`src/rtl/mfi_issue_ctrl.sv`:
```
// Issue sequencer: buffers requested instructions, issues at most one per cycle
// within an in-flight budget, and halts on trap, retire-order error or retire timeout.
module mfi_issue_ctrl #(
  parameter int DEPTH        = 4,
  parameter int MAX_INFLIGHT = 2,
  parameter int TIMEOUT      = 15
) (
  input  logic                                clock,
  input  logic                                reset,
  input  logic                                req_valid,
  input  logic [31:0]                         req_inst,
  output logic                                req_ready,
  input  logic                                flush,
  output logic                                inst_valid,
  output logic [31:0]                         inst,
  input  logic                                mfi_valid,
  input  logic [31:0]                         mfi_order,
  input  logic                                mfi_trap,
  output logic [$clog2(MAX_INFLIGHT+1)-1:0]   inflight,
  output logic [31:0]                         issued_count,
  output logic [31:0]                         retired_count,
  output logic                                order_err,
  output logic                                timeout_err,
  output logic [1:0]                          state
);

  localparam int AW = $clog2(DEPTH);
  localparam int IW = $clog2(MAX_INFLIGHT + 1);
  localparam int TW = $clog2(TIMEOUT + 1);
  localparam logic [IW-1:0] MAX_IF   = IW'(MAX_INFLIGHT);
  localparam logic [TW-1:0] TMO_LAST = TW'(TIMEOUT - 1);
  localparam logic [TW-1:0] TMO_MAX  = TW'(TIMEOUT);
  localparam logic [AW:0]   FULL_CNT = (AW+1)'(DEPTH);

  typedef enum logic [1:0] {
    RUN   = 2'd0,
    DRAIN = 2'd1,
    HALT  = 2'd2
  } state_t;

  state_t          st;
  logic [31:0]     mem [DEPTH];
  logic [AW-1:0]   wr_ptr;
  logic [AW-1:0]   rd_ptr;
  logic [AW:0]     count;
  logic [31:0]     exp_order;
  logic [TW-1:0]   tmo_cnt;

  logic            full;
  logic            empty;
  logic            push;
  logic            issue;
  logic            retire_ok;
  logic            orphan;
  logic            order_bad;
  logic            err_now;
  logic            order_rise;
  logic            tmo_hit;
  logic            go_drain;
  logic            go_halt;
  logic [IW-1:0]   inflight_next;

  assign state = st;

  assign full      = (count == FULL_CNT);
  assign empty     = (count == '0);
  assign req_ready = !full && (st != HALT) && !flush;
  assign push      = req_valid && req_ready;
  // A same-cycle retire frees a slot, so issue is allowed even at the in-flight limit.
  assign issue     = (st == RUN) && !empty && !flush && ((inflight < MAX_IF) || mfi_valid);

  assign retire_ok     = mfi_valid && ((inflight != '0) || issue);
  assign orphan        = mfi_valid && (inflight == '0) && !issue;
  assign order_bad     = mfi_valid && (mfi_order != exp_order);
  assign err_now       = orphan || order_bad;
  assign order_rise    = err_now && !order_err;
  assign inflight_next = inflight + IW'(issue) - IW'(retire_ok);

  // The timeout fires once, on the cycle the stall counter reaches TIMEOUT; it then saturates.
  assign tmo_hit  = !mfi_valid && (inflight != '0) && (tmo_cnt == TMO_LAST);
  assign go_drain = (st == RUN) && !tmo_hit && ((mfi_valid && mfi_trap) || order_rise);
  assign go_halt  = ((st == RUN) && tmo_hit) ||
                    ((st == DRAIN) && (tmo_hit || (inflight_next == '0)));

  always_ff @(posedge clock) begin
    if (push) mem[wr_ptr] <= req_inst;
  end

  always_ff @(posedge clock) begin
    if (reset) begin
      st            <= RUN;
      wr_ptr        <= '0;
      rd_ptr        <= '0;
      count         <= '0;
      inst_valid    <= 1'b0;
      inst          <= '0;
      inflight      <= '0;
      issued_count  <= '0;
      retired_count <= '0;
      exp_order     <= '0;
      order_err     <= 1'b0;
      timeout_err   <= 1'b0;
      tmo_cnt       <= '0;
    end else begin
      case (st)
        RUN:     if (tmo_hit) st <= HALT; else if (go_drain) st <= DRAIN;
        DRAIN:   if (go_halt) st <= HALT;
        HALT:    if (flush) st <= RUN;
        default: st <= RUN;
      endcase

      if (flush || go_halt) begin
        wr_ptr <= '0;
        rd_ptr <= '0;
        count  <= '0;
      end else begin
        if (push)  wr_ptr <= wr_ptr + 1'b1;
        if (issue) rd_ptr <= rd_ptr + 1'b1;
        count <= count + (AW+1)'(push) - (AW+1)'(issue);
      end

      inst_valid <= issue;
      if (issue) inst <= mem[rd_ptr];

      inflight      <= inflight_next;
      issued_count  <= issued_count + 32'(issue);
      retired_count <= retired_count + 32'(mfi_valid);
      exp_order     <= exp_order + 32'(mfi_valid);
      order_err     <= order_err | err_now;
      timeout_err   <= timeout_err | tmo_hit;

      if (mfi_valid || (inflight == '0)) tmo_cnt <= '0;
      else if (tmo_cnt != TMO_MAX)       tmo_cnt <= tmo_cnt + 1'b1;
    end
  end

endmodule
```
`config.mk`:
```
export PLATFORM = sky130hd
export DESIGN_NAME = mfi_issue_ctrl
export DESIGN_NICKNAME = d
export VERILOG_FILES = /design/src/rtl/mfi_issue_ctrl.sv
export SDC_FILE = /design/constraint.sdc
export NUM_CORES = 1
export LEC_CHECK = 0
export CORE_MARGIN = 8
export CORE_UTILIZATION = 59
export CTS_BUF_LIST = sky130_fd_sc_hd__clkbuf_8
export DETAILED_ROUTE_END_ITERATION = 8
export GPL_TIMING_DRIVEN = 0
export MAX_ROUTING_LAYER = met4
export PLACE_DENSITY = 0.91
export SLEW_MARGIN = 20
export SYNTH_ARGS = -nofsm -noshare
export SYNTH_HDL_FRONTEND = slang
export SYNTH_SLANG_ARGS = --single-unit
export TNS_END_PERCENT = 1
```
`constraint.sdc`:
```
create_clock -name clock -period 6.36 [get_ports clock]
set_input_delay 1.272 -clock clock [delete_from_list [all_inputs] [get_ports clock]]
set_output_delay 1.272 -clock clock [all_outputs]
set_load 0.02 [all_outputs]
```
# After elaboration in Yosys (flattened, before gate mapping)
# Memories as Yosys holds them, arrays and structs flattened. A register that Yosys moved wholly into a read port is not among the register bits.
# Cells that the tools add are included.
# word_totals
regBits,114
latch_bits,0
ramBits,128
mem_bits_ro,0
inputBits,70
out_inout_bits,104
wordCells,84
mem_count,1
# mem_list
memory,words,width,read_ports,rd_clocked_by_memory_dff,wr,line_no,text
mem,4,32,1,1,1,42,logic [31:0] mem [DEPTH];
# op_classes
addsub,10
n_mul,0
div_mod_pow,0
magnitude_cmp,1
n_eq_ne,10
n_shift,0
n_mux,7
bitwise,2
n_reduce_logical,41
# ops
operator,n
$add A32 B1 Y32,3
$ne A32 B32 Y1,1
$logic_and A1 B1 Y1,18
$logic_or A1 B1 Y1,8
$mux W2,4
$logic_not A1 Y1,7
$logic_not A2 Y1,3
$ne A2 B2 Y1 const B,3
$pmux W2 S3,1
$add A2 B1 Y2 const B,2
$add A4 B1 Y4 const B,1
$eq A4 B4 Y1 const B,1
$ne A4 B4 Y1 const B,1
$reduce_or A2 Y1,2
$add A3 B1 Y3,1
$eq A3 B3 Y1 const B,1
$logic_not A3 Y1,1
$ne A3 B3 Y1 const B,1
$reduce_and A3 Y1,1
$sub A3 B1 Y3,1
$add A2 B1 Y2,1
$eq A2 B1 Y1 const B,1
$eq A2 B2 Y1 const B,1
$lt A2 B2 Y1 const B,1
4 further kinds,6

# Logic depth before layout (Yosys ltp)
# Gate-level depths: netlist of the first run.
# logic_depth
ltp_word,14
depth_mapped,15
mapped_depth_nobuf,15

# Least setup slack after synthesis of the first run
# No wires, ideal clock.
# synth_timing
kind,input -> register
startpoint,input port mfi_valid
endpoint,register issued_count[26]
setup_time_ns,0.070
arrival_time_ns,3.633
t_required_ns,6.290
setup_slack_ns,2.657
path_stages,12
n_path_buf,2
path_cell_list,nand2b_1 nand3_1 nor2_2 clkbuf_1 ha_1 ha_1 and4_1 nand3_2 or3_1 buf_2 or3_1 a21oi_1
# synth_via
elab_chain_cells,3
# synth_lines
item,line_no,text
start: declaration,16,"input logic mfi_valid,"
$logic_or A1 B1 Y1,70,assign issue = (st == RUN) && !empty && !flush && ((inflight < MAX_IF) || mfi_valid);
$logic_and A1 B1 Y1,70,
via issue,52,logic issue;
$add A32 B1 Y32,126,issued_count <= issued_count + 32'(issue);
end signal: assignment,126,
end: declaration,20,"output logic [31:0] issued_count,"
# The timed path passes the listed nets, and every way through them passes these cells.
# A chain may end at the register's enable or synchronous reset.

# Final worst setup path of the first run
# layout_timing
startpoint,input port mfi_valid
endpoint,register issued_count[30]
# The elaborated chain is that of the path after synthesis.

==> flow_summary_export.csv, run 1 <==
group,metric,value,unit
outcome,status,"completed",
clock_tree,clk-insertion-delay-late,540,ps
power_and_ir_drop,powerDensity,268,mW/mm²
floorplan,die_w,153,µm
yosys,yosys_register_bits,274,
floorplan,ioPinCount,174,
cells_and_area,fin_nets,1220,
clock_tree,postCtsSetupRepairBufs,0,
clock_tree,htree_levels,2,
yosys,yosys_warnings,0,
clock_tree,post_cts_resized,0,
placement,portBuffers,173,
clock_tree,cts_buffer_depth,3,
floorplan,coreArea,0.0185,mm²
grt,grt_pass1_vias,8079,
timing,setup_viol,0,
setup_path,path_cells,"clkdlybuf4s50_1 > nand2b_1 > nand3_1 > nor2_2 > clkbuf_1 > ha_1 > ha_1 > and4_1 > nand3_2 > or3_1 > buf_2 > nor3_1 > xnor2_1 > nor2_1",
timing,hold_viol_final,0,
timing,period_needed,4780,ps
setup_path,cpMostUsedCell,"ha_1",
setup_path,crit_type,"primary input to flop",
clock_tree,root_buffer,"clkbuf_8",
clock_tree,cts_tree,"built",
timing,whs,448,ps
grt,grt.total_usage,0.234,
timing,fin_crit_sh,0.752,
grt,antenna_found_initial,1,
timing,finClkSkew,23.1,ps
grt,grt_pass1_wl,42600,µm
cells_and_area,design_area,0.0141,mm²
timing,fmax,209,MHz
grt,grt_max_degree,26,
clock_tree,hold_buffers,0,
timing,slew_viol_final,0,
grt,overflow,0,
power_and_ir_drop,vdd_ir_drop_max,0.268,mV
yosys,ys_seq_area_frac,0.612,
placement,placed_cells,1321,
timing,setup_tns,0,ps
yosys,yosys.cell_types.count,47,
timing,rsz0062_at_grt,"false",
drt,routed_wl,26900,µm
drt,vias,7873,
cells_and_area,final_cells,1404,
drt,drcViolationCount,0,
yosys,synthArstFlopShare,0,
timing,max_slew_margin,0.525,
yosys,synth-edff-count,128,
setup_path,end_kind,"flop",
yosys,synthesis.nets,997,
yosys,avgSynthCellArea,12.1,µm²
placement,hpwl,19000,µm
yosys,ys_dominant_reg_cell,"dfxtp_1",
run,maxCapViolCount,0,
placement,place_area,0.0132,mm²
setup_path,cpPeakStageDelay,690,ps
drt,wl_per_cell,19.1,µm
drt,drtIter0Drc,432,
cells_and_area,syn2layout_area_growth,27.2,%
floorplan,dieArea,0.0234,mm²
floorplan,die_h,153,µm
placement,place.gp.congestion,0.874,
yosys,syn-cell-area,0.0111,mm²
clock_tree,cts_buffers,44,
yosys,syn_inst,910,
worst_hold_path,hp-class,"flop to flop",
clock_tree,clk_pin_slew,60,ps
drt,drt-vias-per-instance,5.61,
setup_path,cp_max_fo,11,
timing,tightest_slew,712,ps
clock_tree,clkSinkCount,274,
drt,drtPass1Iterations,5,
drt,antenna_left,0,
floorplan,initial_utilization,0.597,
cells_and_area,drive_gt1_frac,0.0975,
setup_path,critPathRequiredTime,6760,ps
setup_path,start_kind,"primary input",
setup_path,cp.arrival,5180,ps
power_and_ir_drop,p_leak,4.81,nW
setup_path,cp_slowest_cell,"clkdlybuf4s50_1",
floorplan,num_rows,50,
## cell families (layout without fill, tap and decap cells)
group,Yosys count,in the layout,synth area share
simple gates,353,353,0.156
buf+inv,49,308,0.0171
compound gates,64,64,0.0321
xor+xnor,120,120,0.0963
fa+ha+maj,17,17,0.0199
other cells,0,1,0
mux,33,33,0.0661
flops,274,274,0.612
## final timing paths
path | start | to | slack, ps | cells past startpoint
setup / recovery | mfi_valid | issued_count[30] | 1580 | 14
setup reg to reg | count[1] | issued_count[30] | 2670 | 13
hold reg to reg | timeout_err | timeout_err | 450 | 2
hold / removal | timeout_err | timeout_err | 450 | 2
## where the power goes
group	internal [mW]	switching (mW)	total, mW	leakage, nW
Sequential	1.90	0.0350	1.93	2.34
Combinational	0.180	0.195	0.375	1.94
Clock	0.788	0.673	1.46	0.530
Total	2.87	0.904	3.77	4.81
## cell usage in the layout, fill, tap and decap left out, types with 3 or more instances in the layout
master           instances
and4_1                  10
clkbuf_8                52
nand3_1                 42
nor2_1                 110
o21ai_0                  9
dfxtp_1                146
nand4_1                 20
clkdlybuf4s50_1        173
buf_2                    4
and2_1                   4
and3_2                   4
mux4_2                  32
ha_1                    16
clkbuf_1                25
nor4_4                   3
edfxtp_1               128
inv_1                   38
a211oi_1                 3
or3_1                   14
xnor2_1                 64
buf_1                    3
nand2b_1                 3
buf_16                   3
nor3_1                  10
nor2b_1                  8
clkinv_1                 3
and3_1                  13
nand2_1                 99
xor2_1                  55
a21oi_1                 44
## sequential cells by signal, summed over array words and instances, names as in the netlist
| signal | cells |
|---|---|
| mem | 128 |
| exp_order | 32 |
| inst | 32 |
| issued_count | 32 |
| retired_count | 32 |
| tmo_cnt | 4 |
| count | 3 |
| inflight | 2 |
| rd_ptr | 2 |
| state | 2 |
| wr_ptr | 2 |
| inst_valid | 1 |
| order_err | 1 |
| timeout_err | 1 |
## synthesized netlist by cell type (all sizes together) (14+ instances only)
master	n	share of area
nand3	44	0.021
clkbuf	25	0.0085
nor2	111	0.038
xnor2	64	0.051
ha	16	0.018
dfxtp	146	0.26
or3	14	0.0079
xor2	55	0.044
mux4	32	0.065
a21oi	44	0.020
edfxtp	128	0.35
inv	17	0.0058
nand2	99	0.034
nand4	21	0.012
and3	17	0.0096
## layer usage
layer,GRT usage,share of wire,vias to the layer above
met5,-,0,-
met4,0.0669,0.018,0
met3,0.0578,0.082,44
met2,0.399,0.50,340
met1,0.272,0.40,3813
li1,-,-,3676
## stage by stage
step                power (mW)   util  setup WS (ps)
floorplan                 2.17      -           2660
global placement          2.32  0.706           1160
detailed placement        2.35  0.712           1100
CTS                       3.80  0.759           1640
global route              3.91  0.759           1390
finish                    3.77  0.759           1580
## worst max-delay path: cells and delay by family
family | cells | cell delay (ps)
AND/OR/NAND/NOR | 8 | 1750
adder cells (fa/ha/maj) | 2 | 530
buffers and inverters | 3 | 1450
XOR/XNOR | 1 | 150
## layout make-up
class / instances / area [µm²]
Inverter: 17 / 63.8
Clock buffer: 52 / 716
Sequential cell: 274 / 6770
Antenna cell: 1 / 2.50
Multi-Input combinational cell: 587 / 4110
Fill cell: 1171 / 4460
Clock inverter: 30 / 156
Buffer: 32 / 125
Tap cell: 234 / 293
Timing Repair Buffer: 177 / 1830
No activity file was read; power rests on OpenSTA's default activity.
==> run 2: changes to the inputs <==
Settings changed: CORE_UTILIZATION 59 to 50, PLACE_DENSITY 0.91 to 0.82.
Clock period 6.36 ns to 4.1 ns, I/O delays scaled along.
==> flow_summary_export.csv, run 2 (synthesized netlist as in run 1, its figures left out) <==
group,metric,value,unit
clock_tree,cts_buffers,45,
clock_tree,clk-insertion-delay-late,540,ps
timing,finClkSkew,22.5,ps
drt,drtIter0Drc,451,
timing,fin_crit_sh,0.857,
cells_and_area,top_register,"mem",
setup_path,reg2reg_slack,700,ps
cells_and_area,design_area,0.0142,mm²
grt,grt.total_usage,0.193,
cells_and_area,fin_nets,1221,
cells_and_area,layout_commonest_cell,"clkdlybuf4s50_1",
clock_tree,cts_buffer_depth,3,
run,maxCapViolCount,0,
cells_and_area,drive_gt1_frac,0.109,
floorplan,dieArea,0.0271,mm²
clock_tree,hold_buffers,0,
timing,whs,456,ps
floorplan,die_w,165,µm
drt,drt-vias-per-instance,5.25,
timing,setup_tns,0,ps
power_and_ir_drop,vdd_ir_drop_max,0.275,mV
timing,slew_viol_final,0,
setup_path,crit_type,"primary input to flop",
drt,wl_per_cell,17.7,µm
placement,hpwl,18600,µm
cells_and_area,largest_register_ffs,128,
setup_path,critPathRequiredTime,4550,ps
clock_tree,root_buffer,"clkbuf_8",
setup_path,cpPeakStageDelay,350,ps
setup_path,cp_slowest_cell,"buf_2",
clock_tree,cts_tree,"built",
clock_tree,clk_pin_slew,60,ps
timing,max_slew_margin,0.559,
placement,portBuffers,173,
setup_path,cp.arrival,3960,ps
floorplan,die_h,165,µm
timing,tightest_slew,661,ps
cells_and_area,final_cell_mix,"clkdlybuf4s50_1, dfxtp_1, edfxtp_1",
floorplan,coreArea,0.0218,mm²
clock_tree,htree_levels,2,
floorplan,num_rows,54,
setup_path,path_cells,"dlymetal6s2s_1 > nand2b_1 > nand3_1 > nor2_4 > buf_2 > ha_1 > ha_1 > and4_1 > nand3_2 > or3_1 > buf_2 > or3_1 > a21oi_1",
drt,antenna_left,0,
drt,routed_wl,25600,µm
grt,antenna_found_initial,1,
timing,hold_viol_final,0,
clock_tree,clkSinkCount,274,
setup_path,end_kind,"flop",
grt,grt_pass1_wl,40300,µm
drt,drtPass1Iterations,5,
power_and_ir_drop,powerDensity,422,mW/mm²
timing,rsz0062_at_grt,"false",
placement,place.gp.congestion,0.859,
drt,drcViolationCount,0,
placement,place_area,0.0132,mm²
timing,fmax,285,MHz
power_and_ir_drop,p_leak,4.83,nW
floorplan,initial_utilization,0.508,
outcome,status,"completed",
drt,vias,7623,
floorplan,ioPinCount,174,
grt,overflow,0,
setup_path,start_kind,"primary input",
cells_and_area,syn2layout_area_growth,28.3,%
worst_hold_path,hp-class,"flop to flop",
timing,setup_viol,0,
timing,period_needed,3510,ps
grt,grt_max_degree,24,
setup_path,cp_max_fo,11,
power_and_ir_drop,finalPower,5.99,mW
grt,grt_pass1_vias,7706,
[run 2: cell count changes in the layout (fill, tap and decap cells not counted), moves of 2 or more]
cell,delta
buf_16,-3
clkbuf_8,+7
clkinv_2,+4
clkinv_1,-2
inv_1,-9
buf_12,+3
[run 2: power breakdown]
part	leakage, nW	switching, mW	internal (mW)
sequential	2.34	0.0520	2.95
combinational	1.94	0.294	0.276
clock	0.545	1.06	1.36
total	4.83	1.41	4.59
[run 2: worst paths after layout]
kind	from	end	cells past startpoint
min reg2reg	timeout_err	timeout_err	2
min	timeout_err	timeout_err	2
max	mfi_valid	issued_count[26]	13
max reg2reg	count[1]	state[1]	13
[run 2: critical path, delay by kind of cell]
kind,cells,cell delay (ps)
and+or+nand+nor,7,1680
buffers and inverters,3,830
adders and majority gates,2,490
AOI/OAI and AO/OA,1,130
[run 2: final cells by class]
class,count,area [µm²]
plain buffers,32,126
flip-flops and latches,274,6770
fillers,1628,7570
inverters,17,63.8
repair buffers,177,1810
well taps,280,350
clock inverters,24,143
multi-input cells,587,4110
diodes,1,2.50
clock buffers,59,812
[run 2: repair_timing]
item,CTS,global route
resized for setup,1,3
buffers inserted,0,0
endpoints found under the setup margin,5,14
[run 2: per-layer routing]
metal | wire (µm) | part of all wire | up-vias | track usage
met3 | 2100 | 0.082 | 37 | 0.0416
met5 | 0 | 0 | - | -
met1 | 10900 | 0.42 | 3640 | 0.236
met4 | 420 | 0.016 | 0 | 0.0532
li1 | - | - | 3676 | -
met2 | 12300 | 0.48 | 270 | 0.320
[run 2: through the flow]
step,std cells,setup slack (ps),utilization
floorplan,910,849,-
global route,1451,347,0.652
global placement,1363,-682,0.604
finish,1451,586,0.652
detailed placement,1367,-770,0.608
CTS,1450,47.3,0.652
